$ cat src/rtl/ifft_8point_if.sv
// Stream interface for ifft_8point: serial bin input and serial sample output,
// each with its own valid/ready handshake.
interface ifft_8point_if #(
  parameter int DATA_W = 16
);
  logic              in_valid;
  logic              in_ready;
  logic [DATA_W-1:0] in_real;
  logic [DATA_W-1:0] in_imag;
  logic              in_last;
  logic              out_valid;
  logic              out_ready;
  logic [DATA_W-1:0] out_real;
  logic [DATA_W-1:0] out_imag;
  logic              out_last;

  modport master (
    output in_valid, in_real, in_imag, in_last, out_ready,
    input  in_ready, out_valid, out_real, out_imag, out_last
  );

  modport slave (
    input  in_valid, in_real, in_imag, in_last, out_ready,
    output in_ready, out_valid, out_real, out_imag, out_last
  );
endinterface

$ cat src/rtl/ifft_8point.sv
// Radix-2 DIT 8-point inverse FFT, Q1.15, in-place with one butterfly per cycle
// and 1/2 scaling per stage. Define IFFT_ROUND_EN for round-half-up shifts.
module ifft_8point #(
  parameter int DATA_W = 16
) (
  input  logic          clk,
  input  logic          rst,
  ifft_8point_if.slave  bus,
  output logic          done,
  output logic          frame_err
);
  localparam int ACC_W = DATA_W + 2;
  localparam logic signed [DATA_W-1:0] C_45  = 16'sh5A82;
  localparam logic signed [DATA_W-1:0] C_135 = 16'shA57E;
  localparam logic signed [ACC_W-1:0]  SAT_HI = ACC_W'(32767);
  localparam logic signed [ACC_W-1:0]  SAT_LO = -ACC_W'(32768);
`ifdef IFFT_ROUND_EN
  localparam logic signed [31:0]      TW_RND = 32'sh4000;
  localparam logic signed [ACC_W-1:0] BF_RND = ACC_W'(1);
`else
  localparam logic signed [31:0]      TW_RND = 32'sh0;
  localparam logic signed [ACC_W-1:0] BF_RND = ACC_W'(0);
`endif

  typedef enum logic [1:0] {S_LOAD, S_COMPUTE, S_OUTPUT} state_t;

  state_t state, state_nxt;
  logic [2:0] cnt;
  logic [1:0] stage, bfly;
  logic signed [DATA_W-1:0] mem_r [8];
  logic signed [DATA_W-1:0] mem_i [8];

  logic accept, out_fire, load_ok, compute_end;
  assign accept      = bus.in_valid & bus.in_ready;
  assign out_fire    = bus.out_valid & bus.out_ready;
  assign load_ok     = bus.in_last & (cnt == 3'd7);
  assign compute_end = (stage == 2'd2) & (bfly == 2'd3);

  assign bus.in_ready  = (state == S_LOAD) & ~rst;
  assign bus.out_valid = (state == S_OUTPUT);
  assign bus.out_last  = (state == S_OUTPUT) & (cnt == 3'd7);
  assign bus.out_real  = (state == S_OUTPUT) ? mem_r[cnt] : '0;
  assign bus.out_imag  = (state == S_OUTPUT) ? mem_i[cnt] : '0;

  function automatic logic signed [DATA_W-1:0] sat(input logic signed [ACC_W-1:0] v);
    if (v > SAT_HI)      return SAT_HI[DATA_W-1:0];
    else if (v < SAT_LO) return SAT_LO[DATA_W-1:0];
    else                 return v[DATA_W-1:0];
  endfunction

  always_ff @(posedge clk) begin
    if (rst) state <= S_LOAD;
    else     state <= state_nxt;
  end

  // NOTE: every combinational output gets a default first so no latch is inferred.
  always_comb begin
    state_nxt = state;
    case (state)
      S_LOAD:    if (accept && load_ok)        state_nxt = S_COMPUTE;
      S_COMPUTE: if (compute_end)              state_nxt = S_OUTPUT;
      S_OUTPUT:  if (out_fire && cnt == 3'd7)  state_nxt = S_LOAD;
      default:                                 state_nxt = S_LOAD;
    endcase
  end

  // Butterfly addressing: h = 2^stage, p = (b/h)*2h + b%h, q = p + h, k = (b%h)*(4/h).
  logic [2:0] p_idx, q_idx;
  logic [1:0] k_idx;
  always_comb begin
    p_idx = {1'b0, bfly};
    q_idx = {1'b1, bfly};
    k_idx = bfly;
    case (stage)
      2'd0: begin p_idx = {bfly, 1'b0}; q_idx = {bfly, 1'b1}; k_idx = 2'd0; end
      2'd1: begin
        p_idx = {bfly[1], 1'b0, bfly[0]};
        q_idx = {bfly[1], 1'b1, bfly[0]};
        k_idx = {bfly[0], 1'b0};
      end
      default: ;
    endcase
  end

  logic signed [DATA_W-1:0] a_r, a_i, b_r, b_i, tw_c;
  logic signed [31:0]       rot_r, rot_i;
  logic signed [ACC_W-1:0]  t_r, t_i, sum_r, sum_i, dif_r, dif_i;
  logic signed [DATA_W-1:0] na_r, na_i, nb_r, nb_i;

  always_comb begin
    a_r   = mem_r[p_idx];
    a_i   = mem_i[p_idx];
    b_r   = mem_r[q_idx];
    b_i   = mem_i[q_idx];
    tw_c  = (k_idx == 2'd1) ? C_45 : C_135;
    rot_r = 32'(b_r) * 32'(tw_c) - 32'(b_i) * 32'(C_45) + TW_RND;
    rot_i = 32'(b_r) * 32'(C_45) + 32'(b_i) * 32'(tw_c) + TW_RND;
    case (k_idx)
      2'd0:    begin t_r = ACC_W'(b_r);  t_i = ACC_W'(b_i); end
      2'd2:    begin t_r = -ACC_W'(b_i); t_i = ACC_W'(b_r); end
      default: begin t_r = ACC_W'(rot_r >>> 15); t_i = ACC_W'(rot_i >>> 15); end
    endcase
    sum_r = (ACC_W'(a_r) + t_r + BF_RND) >>> 1;
    sum_i = (ACC_W'(a_i) + t_i + BF_RND) >>> 1;
    dif_r = (ACC_W'(a_r) - t_r + BF_RND) >>> 1;
    dif_i = (ACC_W'(a_i) - t_i + BF_RND) >>> 1;
    na_r  = sat(sum_r);
    na_i  = sat(sum_i);
    nb_r  = sat(dif_r);
    nb_i  = sat(dif_i);
  end

  // NOTE: the sample memory is deliberately not reset; a frame always overwrites it.
  always_ff @(posedge clk) begin
    if (state == S_LOAD && accept) begin
      mem_r[{cnt[0], cnt[1], cnt[2]}] <= bus.in_real;
      mem_i[{cnt[0], cnt[1], cnt[2]}] <= bus.in_imag;
    end else if (state == S_COMPUTE) begin
      mem_r[p_idx] <= na_r;
      mem_i[p_idx] <= na_i;
      mem_r[q_idx] <= nb_r;
      mem_i[q_idx] <= nb_i;
    end
  end

  always_ff @(posedge clk) begin
    if (rst) begin
      cnt       <= '0;
      stage     <= '0;
      bfly      <= '0;
      done      <= 1'b0;
      frame_err <= 1'b0;
    end else begin
      done      <= 1'b0;
      frame_err <= 1'b0;
      case (state)
        S_LOAD: if (accept) begin
          if (load_ok) begin
            cnt   <= '0;
            stage <= '0;
            bfly  <= '0;
          end else if (bus.in_last || cnt == 3'd7) begin
            cnt       <= '0;
            frame_err <= 1'b1;
          end else begin
            cnt <= cnt + 3'd1;
          end
        end
        S_COMPUTE: begin
          bfly <= bfly + 2'd1;
          if (bfly == 2'd3) stage <= stage + 2'd1;
        end
        S_OUTPUT: if (out_fire) begin
          cnt <= cnt + 3'd1;
          if (cnt == 3'd7) done <= 1'b1;
        end
        default: ;
      endcase
    end
  end
endmodule

$ cat src/flat_wrapper.sv
// flat-port wrapper written by rule: the top's interface ports become plain ports
module ifft_8point_flat 
#(
  parameter int DATA_W = 16
)
  (clk, rst, done, frame_err, bus_in_valid, bus_in_real, bus_in_imag, bus_in_last, bus_out_ready, bus_in_ready, bus_out_valid, bus_out_real, bus_out_imag, bus_out_last);
  ifft_8point_if #(.DATA_W(DATA_W)) bus_i ();
  input  logic clk;
  input  logic rst;
  output logic done;
  output logic frame_err;
  input wire logic [$bits(bus_i.in_valid)-1:0] bus_in_valid;
  input wire logic [$bits(bus_i.in_real)-1:0] bus_in_real;
  input wire logic [$bits(bus_i.in_imag)-1:0] bus_in_imag;
  input wire logic [$bits(bus_i.in_last)-1:0] bus_in_last;
  input wire logic [$bits(bus_i.out_ready)-1:0] bus_out_ready;
  output wire logic [$bits(bus_i.in_ready)-1:0] bus_in_ready;
  output wire logic [$bits(bus_i.out_valid)-1:0] bus_out_valid;
  output wire logic [$bits(bus_i.out_real)-1:0] bus_out_real;
  output wire logic [$bits(bus_i.out_imag)-1:0] bus_out_imag;
  output wire logic [$bits(bus_i.out_last)-1:0] bus_out_last;
  assign bus_i.in_valid = bus_in_valid;
  assign bus_i.in_real = bus_in_real;
  assign bus_i.in_imag = bus_in_imag;
  assign bus_i.in_last = bus_in_last;
  assign bus_i.out_ready = bus_out_ready;
  assign bus_in_ready = bus_i.in_ready;
  assign bus_out_valid = bus_i.out_valid;
  assign bus_out_real = bus_i.out_real;
  assign bus_out_imag = bus_i.out_imag;
  assign bus_out_last = bus_i.out_last;
  ifft_8point #(.DATA_W(DATA_W)) u_core (.clk(clk), .rst(rst), .bus(bus_i), .done(done), .frame_err(frame_err));
endmodule
$ cat config.mk
export PLATFORM = sky130hd
export DESIGN_NAME = ifft_8point_flat
export DESIGN_NICKNAME = d
export VERILOG_FILES = /design/src/rtl/ifft_8point_if.sv /design/src/rtl/ifft_8point.sv /design/src/flat_wrapper.sv
export SDC_FILE = /design/constraint.sdc
export NUM_CORES = 2
export LEC_CHECK = 0
export CELL_PAD_IN_SITES_DETAIL_PLACEMENT = 0
export CELL_PAD_IN_SITES_GLOBAL_PLACEMENT = 2
export CORE_AREA = 4 4 386 293
export DETAILED_ROUTE_END_ITERATION = 8
export DIE_AREA = 0 0 390 297
export PLACE_DENSITY_LB_ADDON = 0.1
export SLEW_MARGIN = 20
export SYNTH_ARGS = -nofsm -noshare
export SYNTH_HDL_FRONTEND = slang
export SYNTH_SLANG_ARGS = --single-unit
$ cat constraint.sdc
create_clock -name clk -period 16.8 [get_ports clk]
set_input_delay 2.52 -clock clk [delete_from_list [all_inputs] [get_ports clk]]
set_output_delay 2.52 -clock clk [all_outputs]
set_load 0.03 [all_outputs]
==> results.md <==
* Worst R2R Start: u_core.stage[1]$_SDFFE_PP0P_
* DRC viols at 0
* Final setup fails at 0
* CP Launch Type: register
* Critical Path Fanout Max at 23
* Worst setup EP type: register
* Die height at ~300 µm
* Max Freq at about 63 MHz
* Vias in the first global route at between 30k and 40k
* Reg-to-reg slack, setup at around 0.91 ns
* Post-route ant nets at 0
* TritonCTS clock tree: built
* HPWL after DPL at about 130 mm
* Commonest cells after routing, fill and taps aside: 923 x inv_1, 552 x ha_1, 545 x fa_1
* Layout area overhead at 9.13%
* Tmin final at 15.89 ns
* Max-cap violations at 0
* Reg clk slew, reported paths at approximately 0.080 ns
* Tightest hold margin at 0.506 ns
* Post-synth EDFFs at roughly 260
* Worst skew pair latency at about 0.6 ns
* Die W at a little under 400 µm
* First-pass GRT wire length at 250 mm
* Mapped Avg Cell Area at between 9 and 10 µm²
* Reg2reg end: u_core.mem_r[3][13]$_DFFE_PP_
* Status: completed
* Arrival @ worst endpoint at 16.26 ns
* Pin count of the biggest net entering global routing at between 40 and 50
* CP Class: reg -> reg
* Worst rel slew slack at 0.225
* Initial antenna violation count at 7
* GP Congestion at 0.930
* Bufs on Longest Clock Path at 3
* Area of the mapped netlist at around 46000 µm²
* Commonest non-fill, non-tap cell in the layout: inv_1
* Critical Path Start: u_core.stage[1]$_SDFFE_PP0P_
* Slowest stage delay, CP at ~0.77 ns
* Net count of the finished layout at just under 6k
* Initial Util at 0.419
* CP max stage cell: a221oi_1
* Initial DRC count at ~3.8k
* Leak at 22.7 nW
* Slew Limit Fails at 0
* Worst reg2reg path depth at 56
* Number of synthesized register bits at 270
* Post-Syn Instances at approximately 4.7k
* Worst setup endpoint: u_core.mem_r[3][13]$_DFFE_PP_
* Main flop type after synthesis: edfxtp_1
* Htree depth at 1
* Drt via density at 5.75
* IO buf count at 73
* CTS Buf Count at 26
* I/O pins at 74
* Core area at between 100000 and 150000 µm²
* Global route overflow at 0
* Ratio of final minimum period to clock period at 0.946
* CTS Sinks at 270
* Maximum VDD drop at ~0.056 mV
* Die Footprint at 116000 µm²
* Layout cells sized above 1 at 0.101
* Unique masters post-synth at between 100 and 150
* Final hold viol count at 0
* Synth async-reset ratio at 0
* Placed Cells at 6165
* CP required at ~17 ns
* CP most frequent cell: fa_1
* Worst Tran Pin Value at about 1.2 ns
* All-layer global routing usage at 0.290
* Non-Filler Instances at 6214
* FP Rows at ~110
* Pwr Density at between 30 and 40 nW/µm²
* Routed WL at roughly 170 mm
* Drt first pass iters at 6
* Seq/Total Area, Yosys at 0.175
* Final Skew at 0.0394 ns
* Min-delay worst type: reg -> reg
* WL/cell at around 27 µm
* Via count at ~36k
* CTS Root Cell: clkbuf_16
* Yosys warns at 0
-- per-stage QoR --
step	total power [mW]	setup slack, ns	util	area, µm²	setup TNS [ns]
global route	1.68	-0.00847	0.457	49800	-0.00847
detailed placement	1.01	0.715	0.448	48900	0
CTS	1.63	0.718	0.456	49800	0
floorplan	0.921	2.13	-	45600	0
finish	1.63	0.910	0.457	49800	0
global placement	1.01	0.938	0.448	48900	0
-- registers in the layout, summed over array words and instances, names as in the netlist, named ones only --
name and cells:
u_core.done 1, u_core.frame_err 1, u_core.cnt 3, u_core.mem_r 128, u_core.bfly 2, u_core.stage 2, u_core.mem_i 128, u_core.state 2
-- power breakdown --
| group | switching (mW) | internal [mW] | total, mW |
|---|---|---|---|
| clock network | 0.302 | 0.331 | 0.633 |
| logic | 0.158 | 0.0947 | 0.253 |
| registers | 0.00482 | 0.741 | 0.746 |
| total | 0.465 | 1.17 | 1.63 |
-- final cells by class --
class,instances,area (µm²)
clock buffers,34,742
diodes,1,2.50
repair buffers,231,1930
inverters,926,3480
clock inverters,14,124
fillers,10600,59200
well taps,1444,1810
flip-flops and latches,270,7980
multi-input cells,3294,33700
-- repair_timing --
item | CTS | global route
setup endpoints to repair | 0 | 58
gates resized for setup | 0 | 3
buffers inserted | 0 | 0
hold buffers | 0 | 0
-- critical path, delay by kind of cell, from the launching register on --
kind	cells	cell delay, ns
AO/OA/AOI/OAI	17	4.79
adder cells (fa/ha/maj)	16	6.62
flip-flops	1	0.37
XOR/XNOR	2	0.34
buffers and inverters	9	1.25
AND/OR/NAND/NOR	12	2.29
-- synthesized netlist by cell type (12+ instances only) --
library cell	instances	area (µm²)
a211oi_1	16	120
a21o_1	42	315
a21oi_1	259	1300
a221oi_1	76	666
a22oi_1	18	135
a31oi_1	16	100
a32oi_1	20	175
and2_1	16	100
and3_1	13	81.3
buf_1	32	120
buf_2	12	60.1
clkbuf_1	150	563
dfxtp_1	14	280
edfxtp_1	256	7690
fa_1	545	10900
ha_1	553	6920
inv_1	923	3460
mux2i_1	126	1260
mux4_2	130	2930
nand2_1	385	1450
nand2b_1	22	138
nand3_1	45	225
nand4_1	12	75.1
nor2_1	317	1190
nor2b_1	19	119
nor3_1	48	240
nor4_1	12	75.1
o21a_1	25	188
o21ai_0	110	551
o21ai_1	18	90.1
o21bai_1	24	180
o221a_2	28	315
or2_2	20	125
xnor2_1	106	928
xor2_1	52	455
-- routing by layer --
metal / global-route usage / vias to the layer above / wire length, µm
met1: 0.463 / 17900 / 80300
met3: 0.0529 / 188 / 15600
met5: 0 / - / 0
met2: 0.411 / 1613 / 68200
met4: 0.0497 / 0 / 3500
li1: - / 16000 / -
-- cells by family after synthesis --
family / after synthesis / share of synthesized area
AOI/OAI and AO/OA: 795 / 0.120
xor gates and xnor gates: 158 / 0.0303
adders and majority gates: 1106 / 0.392
buffers and inverters: 1130 / 0.0945
DFF: 270 / 0.175
muxes: 264 / 0.0938
other: 2 / 0.000165
and+or+nand+nor: 966 / 0.0946
-- how the worst min path moves through the flow --
stage                            startpoint                      endpoint  cells past startpoint
2_1_floorplan  u_core.stage[0]$_SDFFE_PP0P_  u_core.stage[0]$_SDFFE_PP0P_                      2
3_3_place_gp   u_core.stage[0]$_SDFFE_PP0P_  u_core.stage[0]$_SDFFE_PP0P_                      2
3_5_place_dp   u_core.stage[0]$_SDFFE_PP0P_  u_core.stage[0]$_SDFFE_PP0P_                      2
4_1_cts        u_core.stage[0]$_SDFFE_PP0P_  u_core.stage[0]$_SDFFE_PP0P_                      2
5_1_grt        u_core.stage[0]$_SDFFE_PP0P_  u_core.stage[0]$_SDFFE_PP0P_                      2
6_report       u_core.stage[0]$_SDFFE_PP0P_  u_core.stage[0]$_SDFFE_PP0P_                      2
Note: power is estimated with default switching activity, not from simulation.
==> variant (config.mk and constraints unchanged) <==
Re-encode `state_t` (3 states) as one-hot, 3 bits wide.
--- a/src/rtl/ifft_8point.sv
+++ b/src/rtl/ifft_8point.sv
@@ -23,5 +23,5 @@
 `endif
 
-  typedef enum logic [1:0] {S_LOAD, S_COMPUTE, S_OUTPUT} state_t;
+  typedef enum logic [2:0] {S_LOAD = 3'b001, S_COMPUTE = 3'b010, S_OUTPUT = 3'b100} state_t;
 
   state_t state, state_nxt;
Check against the original RTL: same outputs for any inputs over 4 cycles, from zero or initial values and one cycle with rst high; so few cycles prove little.
==> variant against the original RTL <==
  * Cell area shrank 0.46%
  * Setup slack got worse by 0.21 ns
  * Routed wire length rose by 0.28%
  * Synthesized area increased by 0.24%
  * Clock skew fell by 0.0052 ns
  * Global-route usage is 0.089 points lower
  * Critical path depth rose by 2
  * Sequential cell count increased by 1
Power is not compared: it rests on default switching activity, and its combinational part moved more than twofold at a synthesized area within 25%.
==> variant: results (changes against the original RTL) <==
| Metric | Value |
|---|---|
| Mux cell area share after synthesis | `8.71% (-0.68 points)` |
| Hold Path End | `u_core.stage[1]` |
| Pre-CTS WS | `0.578 ns (-0.138 ns)` |
| Fraction of synthesized cell area in xor and xnor cells | `3.04% (+0.0092 points)` |
| Layout cells sized above 1 | `9.77% (-0.36 points)` |
| Detailed-router iteration count before antenna repair | `5 (-1)` |
| Multi-input combinational area share | `68.1% (+0.31 points)` |
| Post-synthesis sequential area ratio | `17.5% (about the same)` |
| Clk_skew | `0.0342 ns (-0.00516 ns)` |
| Iter 0 DRT Violations | `3525 (-6.2%)` |
| Critical Path AT | `16.41 ns (+0.15 ns)` |
| Worst setup endpoint | `u_core.mem_i[7][1]` |
| Met2 wire length | `66.3 mm (-2.7%)` |
| Non-Clock Buffer Count | `214 (-7.4%)` |
| Launch point of the worst reg-to-reg path | `u_core.stage[0]` |
| Met1 wire length | `82.3 mm (+2.5%)` |
| # diodes | `0 (-1)` |
| Post-layout worst setup margin | `0.695 ns (-0.215 ns)` |
| Distinct cells, synth | `104 (unchanged)` |
| CTS Sinks | `271 (+0.37%)` |
| Multi-input gates | `3345 (+1.5%)` |
| CP peak stage delay | `0.62 ns (-0.15 ns)` |
| Outcome | `finished, final reports clean` |
| Layout fillers | `10600 (-0.32%)` |
| Initial antenna violation count | `5 (-2)` |
| Area fraction in compound gates after synthesis | `12.9% (+0.93 points)` |
| Worst Setup SP | `u_core.stage[0]` |
| WL met3 | `15.8 mm (+1.8%)` |
| Final wirelength | `168 mm (+0.28%)` |
| Adder-cell share of the synthesized area | `39.2% (-0.055 points)` |
| Slew margin rel. | `26.4% (+3.9 points)` |
| Register Area | `8000 sq um (+0.24%)` |
| Post-layout nets | `5910 (+0.44%)` |
| Top Metal Used | `met5` |
| Biggest regs | `u_core.mem_i x128, u_core.mem_r x128` |
| Vias per cell | `5.75 (about the same)` |
| Post-DP HPWL | `133 mm (+0.39%)` |
| Worst Hold Launch | `u_core.stage[1]` |
| Maximum fanout along the worst path | `27 (+17%)` |
| Worst R2R Path Depth | `58 (+3.6%)` |
| Post-synth ARST share | `0% (unchanged)` |
| Nonclk inv count | `916 (-1.1%)` |
| Final GP Congestion | `0.951 (+2.3%)` |
| Clk cell area share | `1.60% (-0.14 points)` |
| Total CTS buffers | `27 (+3.8%)` |
| Gr usage total | `28.9% (-0.089 points)` |
| First-pass GRT wire length | `249 mm (-0.37%)` |
| Top FF cell, synth | `edfxtp_1` |
| Synth area leaders | `fa_1 24%, edfxtp_1 17%, ha_1 15%` |
| Top post-synthesis cells by count | `909 x inv_1, 553 x ha_1, 545 x fa_1, 354 x nor2_1, 299 x nand2_1` |
| CP max-delay cell | `o31a_1` |
| Non-clock buffer share | `3.61% (-0.26 points)` |
| Largest net degree at the start of global routing | `69 (+41%)` |
==> variant: cell count changes after synthesis, moves of 22 or more <==
cell      delta
a221oi_1    -50
nand2_1     -86
mux2_2      +22
nor2_1      +37
o22ai_1     +33
o21ai_1     +31
nor2b_1     +24
o21ai_0     +23
o221ai_1    +61
o221a_2     -26
mux2i_1     -57
==> variant: metrics by stage <==
stage               hold slack, ns  area, sq um  instances  utilization [%]
floorplan                    0.480        45800       4740                -
global placement             0.506        48700       6190             44.7
detailed placement           0.515        48700       6190             44.7
CTS                          0.530        49500       6236             45.4
global route                 0.555        49600       6236             45.5
finish                       0.530        49600       6236             45.5
==> variant: per-layer routing <==
| metal | GRT usage, % | vias to the layer above |
|---|---|---|
| met4 | 5.04 | 4 |
| met5 | 0 | - |
| met3 | 5.96 | 182 |
| li1 | - | 16100 |
| met1 | 46.9 | 18000 |
| met2 | 39.5 | 1617 |
